File: config.mk
export PLATFORM = sky130hd
export DESIGN_NAME = bias_add_sequencer
export DESIGN_NICKNAME = d
export VERILOG_FILES = /design/src/rtl/nn_pkg.sv /design/src/rtl/bias_add_sequencer_bias_bank.sv /design/src/rtl/bias_add_sequencer.sv
export SDC_FILE = /design/constraint.sdc
export NUM_CORES = 2
export LEC_CHECK = 0
export CAP_MARGIN = 0
export CORE_MARGIN = 5
export CORE_UTILIZATION = 50
export CTS_BUF_LIST = sky130_fd_sc_hd__clkbuf_4
export DETAILED_ROUTE_END_ITERATION = 7
export PLACE_DENSITY = 0.71
export RECOVER_POWER = 50
export SYNTH_ARGS = -nofsm -noshare
export SYNTH_HDL_FRONTEND = slang
export SYNTH_HIERARCHICAL = 1
export SYNTH_SLANG_ARGS = --single-unit
File: constraint.sdc
create_clock -name clk -period 14.8 [get_ports clk]
set_input_delay 4.44 -clock clk [delete_from_list [all_inputs] [get_ports clk]]
set_output_delay 4.44 -clock clk [all_outputs]
set_load 0.05 [all_outputs]
File: src/rtl/nn_pkg.sv
// Shared types and defaults for the neural-network datapath blocks.
// Contents: default lane count and width, the signed lane type, the
// bias-add sequencer state encoding and the signed saturation limits.
package nn_pkg;

  localparam int N_LANES_DEF = 10;
  localparam int DATA_W_DEF  = 32;

  typedef logic signed [DATA_W_DEF-1:0] lane_t;

  typedef enum logic [1:0] {
    IDLE = 2'd0,
    ADD  = 2'd1,
    HOLD = 2'd2
  } bias_seq_state_t;

  // Clamp limits for a default-width lane.
  localparam lane_t LANE_MAX = {1'b0, {(DATA_W_DEF-1){1'b1}}};
  localparam lane_t LANE_MIN = {1'b1, {(DATA_W_DEF-1){1'b0}}};

endpackage

File: src/rtl/bias_add_sequencer_bias_bank.sv
// Bias register file: N_LAYERS rows of N_LANES signed words.
// Latency: write lands at the next clock edge; read is combinational.
// Backpressure: none, the caller qualifies the write strobe.
// Ports: clk/rst (sync, active-high, clears every entry), we/wr_layer/wr_idx/
//   wr_data write port, rd_layer/rd_idx/rd_data read port. A read outside the
//   populated rows or lanes returns 0, which is how an out-of-range layer gets
//   a zero bias.
module bias_bank #(
  parameter int N_LAYERS = 4,
  parameter int N_LANES  = 10,
  parameter int DATA_W   = 32,
  localparam int LW = $clog2(N_LAYERS),
  localparam int IW = $clog2(N_LANES)
) (
  input  logic                     clk,
  input  logic                     rst,
  input  logic                     we,
  input  logic [LW-1:0]            wr_layer,
  input  logic [IW-1:0]            wr_idx,
  input  logic signed [DATA_W-1:0] wr_data,
  input  logic [LW-1:0]            rd_layer,
  input  logic [IW-1:0]            rd_idx,
  output logic signed [DATA_W-1:0] rd_data
);

  logic signed [DATA_W-1:0] mem [N_LAYERS][N_LANES];
  logic                     rd_in_range;

  always_ff @(posedge clk) begin
    if (rst) begin
      for (int l = 0; l < N_LAYERS; l++) begin
        for (int i = 0; i < N_LANES; i++) begin
          mem[l][i] <= '0;
        end
      end
    end else if (we) begin
      mem[wr_layer][wr_idx] <= wr_data;
    end
  end

  assign rd_in_range = (int'(rd_layer) < N_LAYERS) && (int'(rd_idx) < N_LANES);
  assign rd_data     = rd_in_range ? mem[rd_layer][rd_idx] : '0;

endmodule

File: src/rtl/bias_add_sequencer.sv
// Adds a per-layer bias to every lane of a vector using one shared adder, one lane per cycle.
// Latency: handshake in cycle T gives out_valid from cycle T+N_LANES+1; one vector in flight.
// Backpressure: in_ready only in IDLE; result held in HOLD until out_ready.
// Ports: clk, rst (sync active-high); bias_we/bias_layer/bias_idx/bias_wdata bias
//   bank write; in_valid/in_ready/in_layer/in_data input vector; out_valid/
//   out_ready/out_data result vector; busy (not IDLE); bias_wr_err (1-cycle
//   pulse after a rejected bias write).
module bias_add_sequencer
  import nn_pkg::*;
#(
  parameter int N_LANES  = N_LANES_DEF,
  parameter int DATA_W   = DATA_W_DEF,
  parameter int N_LAYERS = 4,
  parameter int SATURATE = 0,
  localparam int LW = $clog2(N_LAYERS),
  localparam int IW = $clog2(N_LANES)
) (
  input  logic                     clk,
  input  logic                     rst,
  input  logic                     bias_we,
  input  logic [LW-1:0]            bias_layer,
  input  logic [IW-1:0]            bias_idx,
  input  logic signed [DATA_W-1:0] bias_wdata,
  input  logic                     in_valid,
  output logic                     in_ready,
  input  logic [LW-1:0]            in_layer,
  input  logic signed [DATA_W-1:0] in_data [N_LANES],
  output logic                     out_valid,
  input  logic                     out_ready,
  output logic signed [DATA_W-1:0] out_data [N_LANES],
  output logic                     busy,
  output logic                     bias_wr_err
);

  localparam logic signed [DATA_W-1:0] SAT_MAX = {1'b0, {(DATA_W-1){1'b1}}};
  localparam logic signed [DATA_W-1:0] SAT_MIN = {1'b1, {(DATA_W-1){1'b0}}};

  bias_seq_state_t          state;
  logic [IW-1:0]            cnt;
  logic [LW-1:0]            layer_lat;
  logic signed [DATA_W-1:0] in_lat [N_LANES];

  logic signed [DATA_W-1:0] bias_rd;
  logic signed [DATA_W-1:0] lane_in;
  logic signed [DATA_W-1:0] lane_res;
  logic        [DATA_W:0]   sum_ext;
  logic                     accept;
  logic                     last_lane;
  logic                     wr_range_bad;
  logic                     wr_conflict;
  logic                     wr_ok;

  // in_ready is gated by rst so upstream never sees a handshake during reset.
  assign in_ready  = (state == IDLE) && !rst;
  assign busy      = (state != IDLE);
  assign out_valid = (state == HOLD);
  assign accept    = in_valid && in_ready;
  assign last_lane = (int'(cnt) == N_LANES - 1);

  // A write to the row being consumed would tear the vector, so it is refused.
  assign wr_range_bad = (int'(bias_layer) >= N_LAYERS) || (int'(bias_idx) >= N_LANES);
  assign wr_conflict  = busy && (bias_layer == layer_lat);
  assign wr_ok        = bias_we && !wr_range_bad && !wr_conflict;

  bias_bank #(
    .N_LAYERS (N_LAYERS),
    .N_LANES  (N_LANES),
    .DATA_W   (DATA_W)
  ) u_bank (
    .clk      (clk),
    .rst      (rst),
    .we       (wr_ok),
    .wr_layer (bias_layer),
    .wr_idx   (bias_idx),
    .wr_data  (bias_wdata),
    .rd_layer (layer_lat),
    .rd_idx   (cnt),
    .rd_data  (bias_rd)
  );

  // One extra bit of sum exposes signed overflow: top two bits disagree.
  assign lane_in = in_lat[cnt];
  assign sum_ext = {lane_in[DATA_W-1], lane_in} + {bias_rd[DATA_W-1], bias_rd};

  always_comb begin
    lane_res = sum_ext[DATA_W-1:0];
    if ((SATURATE != 0) && (sum_ext[DATA_W] != sum_ext[DATA_W-1])) begin
      lane_res = sum_ext[DATA_W] ? SAT_MIN : SAT_MAX;
    end
  end

  always_ff @(posedge clk) begin
    if (rst) begin
      state       <= IDLE;
      cnt         <= '0;
      layer_lat   <= '0;
      bias_wr_err <= 1'b0;
      for (int i = 0; i < N_LANES; i++) begin
        in_lat[i]   <= '0;
        out_data[i] <= '0;
      end
    end else begin
      bias_wr_err <= bias_we && (wr_range_bad || wr_conflict);
      case (state)
        IDLE: begin
          if (accept) begin
            for (int i = 0; i < N_LANES; i++) begin
              in_lat[i] <= in_data[i];
            end
            layer_lat <= in_layer;
            cnt       <= '0;
            state     <= ADD;
          end
        end
        ADD: begin
          out_data[cnt] <= lane_res;
          if (last_lane) begin
            cnt   <= '0;
            state <= HOLD;
          end else begin
            cnt <= cnt + 1'b1;
          end
        end
        HOLD: begin
          if (out_ready) begin
            state <= IDLE;
          end
        end
        default: state <= IDLE;
      endcase
    end
  end

endmodule

# Word level (Yosys, flattened, before mapping)
# Memories as Yosys holds them, arrays and structs flattened. A register that Yosys moved wholly into a read port is not among the register bits.
# Index checks and enable logic that the tools add are counted.
# W data, S select, Z words.
[classes]
n_reduce_logical = 19
n_addsub = 2
n_lt_le_gt_ge = 6
n_eq_ne = 7
n_div = 0
shift = 0
n_mul = 0
muxes = 42
bitwise_logic = 12
[ops]
columns = ["cell", "n"]
rows = [
  ["$mux W320", 3],
  ["$mux W32", 15],
  ["$bwmux W320", 1],
  ["$reduce_or A320 Y1", 1],
  ["$demux W32 S4", 2],
  ["$bmux W32 S4", 1],
  ["$add A32 B32 Y32", 1],
  ["$mux W4", 4],
  ["$mux W2", 6],
  ["$ge A5 B5 Y1 const B", 2],
  ["$lt A5 B1 Y1 const B", 2],
  ["$not A4 Y5", 2],
  ["$or A1 B1 Y1", 10],
  ["$logic_and A1 B1 Y1", 8],
  ["$mux W1", 8],
  ["$pmux W4 S2", 1],
  ["$pmux W2 S3", 1],
  ["$add A4 B1 Y4 const B", 1],
  ["$eq A4 B4 Y1 const B", 1],
  ["$ge A4 B4 Y1 const B", 1],
  ["$lt A4 B4 Y1 const B", 1],
  ["$ne A2 B2 Y1 const B", 2],
  ["$reduce_and A2 Y1", 2],
  ["$reduce_bool A2 Y1", 2],
  ["8 further kinds", 10],
]
[totals]
rom_bits = 0
reg_bits = 329
latchBits = 0
output_inout_bits = 324
n_memories = 2
ram_bits = 1600
wordCells = 104
in_bits = 365
[mem_list]
columns = ["memory", "words", "width", "rd", "rd_clocked_by_memory_dff", "wr", "line_no", "source"]
rows = [
  ["u_bank.mem", 4, 320, 1, 1, 4, "bias_add_sequencer_bias_bank.sv:26", "logic signed [DATA_W-1:0] mem [N_LAYERS][N_LANES];"],
  ["in_lat", 10, 32, 1, 1, 10, "bias_add_sequencer.sv:41", "logic signed [DATA_W-1:0] in_lat [N_LANES];"],
]

# Depth between registers and ports, before layout
[logic_depth]
depth_word = 9
depth_mapped = 20
ltp_nobuf = 14

# By module
# Netlist, hierarchy kept.
[modules_own_cells]
columns = ["module", "area_each_um2", "cells_per_inst", "n_inst", "seq_area_each_um2"]
rows = [
  ["bias_bank", 58532.4, 3898, 1, 38436.9],
  ["bias_add_sequencer", 28075.7, 2554, 1, 16275.6],
]

# Least setup slack after synthesis
# OpenSTA, ideal clock, no wires.
[synth_path]
path_kind = "input to register"
startpoint = "input rst"
endpoint = "memory in_lat[0][0] (enable)"
t_arrival_ns = 12.850
setup_time_ns = 0.741
slack_ns = 1.209
path_stages = 4
required_ns = 14.059
n_path_buf = 3
cell_sequence = "clkbuf_1 -> clkbuf_1 -> clkbuf_1 -> nand2b_1"
[synth_lines]
columns = ["item", "line_no", "source"]
rows = [
  ["from (decl)", "bias_add_sequencer.sv:19", "input logic rst,"],
  ["to (decl)", "bias_add_sequencer.sv:41", ""],
]

==> results summary <==
The sum of negative setup slack came out at 0 ps. The synthesized design contains 1933 register bits. The count of pins over their slew limit was 1590. For this run, the leading register cell type out of synthesis is sky130_fd_sc_hd__edfxtp_1. The worst hold path belongs to the class register to register. The total CTS buffers came out at 494. Setup repair after global routing left no endpoint under its margin. The initial antenna violation count is 43. The placed standard-cell area is 95090 um^2. The number of setup violations in the final report is 0. Clock tree synthesis found a total of 1933 sinks. The arrival time at the worst endpoint is 12990 ps. The total overflow left after global routing is 0.

The via count of the first global-routing pass came out at between 50000 and 60000. The worst hold-check slack is 453.9 ps. The largest total area in the synthesized netlist belongs to sky130_fd_sc_hd__edfxtp_1. The power per standard cell area is 123.2 nW/um^2. The share of synthesized flip-flops with an asynchronous set or reset came out at 0%. The post-CTS setup buffer count is 0. The length of the first detailed-routing pass in iterations came out at 6.

The number of distinct library cell variants in the gate-level netlist after synthesis is 72. By area the synthesized netlist is led by sky130_fd_sc_hd__edfxtp_1 55%, sky130_fd_sc_hd__and2_1 9.3%, sky130_fd_sc_hd__dfxtp_1 7.7%, sky130_fd_sc_hd__mux4_2 7.4%, sky130_fd_sc_hd__mux2i_1 3.4%. The number of failing hold endpoints at the final stage came out at 0. The I/O pin total is 689. The maximum number of pins on one net before global-route repair is between 150 and 200. The maximum clock path buffer count came out at 4. The remaining antenna violation count came out at 0. The via density per instance is approximately 5.9. At the pin with the least slew margin, the transition time is 4357 ps.

The synthesized netlist net count came out at 6849. The post-detailed-routing wire length is 274.9 mm. The sequential area share after synthesis came out at 63.17%.

The chip height came out at 426.2 um. The kind of critical path is primary input to register. The run finished, with violations left. The final critical-path share of the clock period came out at around four fifths. The growth of design area from synthesis to finish is 16.40%. The worst setup path is captured at a register. The fmax came out at 84.95 MHz. In this run the worst path has a maximum fanout of 127.

The worst-case headroom to the max-slew limit came out at -190.5%. The number of levels the H-tree was split into is 5. The routed layout has 58296 vias. The placement row count came out at 152. The overall global routing resource usage came out at 29.34%. The post-synthesis average cell area came out at 13.42 um^2. The hold-fix buffer count after cts is 0. The maximum clock skew at final layout is ~180 ps.

After detailed routing, the number of remaining DRC violations is 0. The type of origin of the critical path is a primary input. Once the clock tree was built, the resizer swapped 0 gates to a different size. The analysis attributes to cell leakage a power of approximately 36 nW. The post-layout net count came out at 7575. The register-to-register setup slack is 4300 ps. For the worst-skew pair, the clock arrives at the later sink with an insertion delay of 1420 ps. The total half-perimeter wirelength after legalization and detailed placement is around 180 mm. The max-cap violation count is 40.

The post-synth design cell area is roughly 87000 um^2. The die width is 426.2 um. The region available for standard cell placement spans around 170000 um^2. The wire length of the first global-routing pass came out at 386.6 mm.

The final weighted congestion in routability-driven placement is ~0.95. The synthesized netlist cell count came out at 6452. The die covers 181600 um^2. Summed over its instances, the top area cell type makes up between 50% and 60% of the synthesized netlist area. The checks that failed: max-capacitance violations, max-slew violations.

The final critical-path required period is 11770 ps. The tree is rooted in a sky130_fd_sc_hd__clkbuf_4. TritonCTS built the clock tree.

The critical path data required time is 16020 ps. For this configuration, the core starts out at a cell density of 50.38%. The number of buffers inserted by port buffering came out at slightly below 700. The routed length per instance is 27.94 um. The summed area of non-filler cells in the final layout came out at 100800 um^2.

During synthesis, Yosys emitted a total of 6 warnings. The number of violations reported at the end of detailed-routing iteration 0 is roughly 7700. The peak ir drop on the vdd network is slightly above 90 uV. The post-route netlist has approximately 16% of its cells at a drive strength greater than 1. After clock tree synthesis, the clock-pin slew on the worst setup and hold paths is 70 ps.

The number of enable-type register cells in the synthesized netlist came out at between 1500 and 2000.
synth_stat cells (25+ instances only):
cell type and count:
sky130_fd_sc_hd__edfxtp_1 1600, sky130_fd_sc_hd__and2_1 1290, sky130_fd_sc_hd__clkbuf_1 466, sky130_fd_sc_hd__dfxtp_1 333
sky130_fd_sc_hd__and3_1 327, sky130_fd_sc_hd__mux2i_1 294, sky130_fd_sc_hd__mux4_2 284, sky130_fd_sc_hd__nand2_1 283
sky130_fd_sc_hd__a21oi_1 275, sky130_fd_sc_hd__nor2_1 241, sky130_fd_sc_hd__nand3b_1 133, sky130_fd_sc_hd__o21ai_1 94
sky130_fd_sc_hd__a211oi_1 92, sky130_fd_sc_hd__a22oi_1 77, sky130_fd_sc_hd__nand3_1 60, sky130_fd_sc_hd__o21ai_0 60
sky130_fd_sc_hd__buf_2 54, sky130_fd_sc_hd__nor2b_1 54, sky130_fd_sc_hd__or2_2 49, sky130_fd_sc_hd__buf_4 35
sky130_fd_sc_hd__ha_1 31, sky130_fd_sc_hd__buf_1 27, sky130_fd_sc_hd__o22ai_1 25
sequential cells by signal, summed over array words and instances, names as in the netlist, named ones only:
signal       flops
cnt              4
in_lat         320
u_bank/mem    1280
out_data       320
state            2
bias_wr_err      1
layer_lat        2
area by class of cell:
| cell class | count | area [um^2] |
|---|---|---|
| Tap cell | 2310 | 2890 |
| Inverter | 10 | 37.54 |
| Fill cell | 13696 | 71110 |
| Sequential cell | 1933 | 54730 |
| Clock buffer | 716 | 5375 |
| Antenna cell | 27 | 67.56 |
| Timing Repair Buffer | 836 | 7816 |
| Multi-Input combinational cell | 3903 | 29350 |
| Clock inverter | 106 | 540.5 |
per-layer routing:
metal | vias up | GRT usage, % | part of all wire [%]
li1 | 25343 | - | -
met5 | - | 0 | 0.031
met2 | 3268 | 44.81 | 46
met1 | 29095 | 39.93 | 38
met3 | 576 | 6.763 | 10
met4 | 14 | 14.23 | 5.3
power breakdown:
part           switching (W)  internal, W  leakage [nW]
Combinational        0.00126     0.000573          13.4
Clock                0.00211      0.00227          3.55
Sequential         0.0000856      0.00612          19.0
kinds of logic after synthesis:
group,Yosys count,synth area share (%)
flip-flops,1933,63.17
AO/OA/AOI/OAI,744,5.350
AND/OR/NAND/NOR,2524,16.87
multiplexers,579,10.80
XOR/XNOR,24,0.2817
adder cells (fa/ha/maj),32,0.4710
buffers and inverters,616,3.061
critical path, cell delays in order:
cell and delay [ps]:
sky130_fd_sc_hd__clkbuf_1 850, sky130_fd_sc_hd__nor2_1 550, sky130_fd_sc_hd__clkbuf_1 2440, sky130_fd_sc_hd__clkbuf_1 3230, sky130_fd_sc_hd__buf_4 1040, sky130_fd_sc_hd__and3_1 310
metrics by stage:
step	util (%)	power [W]	std cells	setup WS [ps]
3_5_place_dp	55.31	0.008120	8992	4716
6_report	58.64	0.01242	9841	3029
4_1_cts	58.75	0.01247	9814	4713
5_1_grt	58.63	0.01288	9835	2666
3_3_place_gp	55.31	0.008093	8992	4709
2_1_floorplan	-	0.007283	6452	1209
final timing paths:
check,from,cells after the start,end
max,rst,6,in_lat[3][23]$_SDFFCE_PN0P_
max reg2reg,layer_lat[0]$_SDFFE_PP0P_,16,out_data[10]$_SDFFE_PP0P_
min reg2reg,out_data[103]$_SDFFE_PP0P_,2,out_data[103]$_SDFFE_PP0P_
min,out_data[103]$_SDFFE_PP0P_,2,out_data[103]$_SDFFE_PP0P_
cell usage in the layout, fill, tap and decap left out, types with 25 or more instances in the layout:
master                            synthesis  layout
sky130_fd_sc_hd__clkdlybuf4s50_1          0     680
sky130_fd_sc_hd__a211oi_1                92      92
sky130_fd_sc_hd__nand3b_1               133     133
sky130_fd_sc_hd__nor2b_1                 54      54
sky130_fd_sc_hd__nand3_1                 60      60
sky130_fd_sc_hd__nor2_1                 241     205
sky130_fd_sc_hd__a22oi_1                 77      77
sky130_fd_sc_hd__and2_1                1290     696
sky130_fd_sc_hd__mux2i_1                294     294
sky130_fd_sc_hd__nand2_1                283     282
sky130_fd_sc_hd__o21ai_0                 60      65
sky130_fd_sc_hd__mux4_2                 284     284
sky130_fd_sc_hd__buf_4                   35      89
sky130_fd_sc_hd__a21oi_1                275     274
sky130_fd_sc_hd__o21ai_1                 94      89
sky130_fd_sc_hd__nor2_2                   0      36
sky130_fd_sc_hd__clkbuf_1               466      56
sky130_fd_sc_hd__diode_2                  0      27
sky130_fd_sc_hd__edfxtp_1              1600    1600
sky130_fd_sc_hd__o22ai_1                 25      25
sky130_fd_sc_hd__clkinv_1                 0      89
sky130_fd_sc_hd__or2_2                   49      45
sky130_fd_sc_hd__and3_1                 327     327
sky130_fd_sc_hd__ha_1                    31      31
sky130_fd_sc_hd__dfxtp_1                333     324
sky130_fd_sc_hd__clkbuf_4                 0     716
sky130_fd_sc_hd__and2_0                   0     594
No activity file was read; power rests on OpenSTA's default activity.
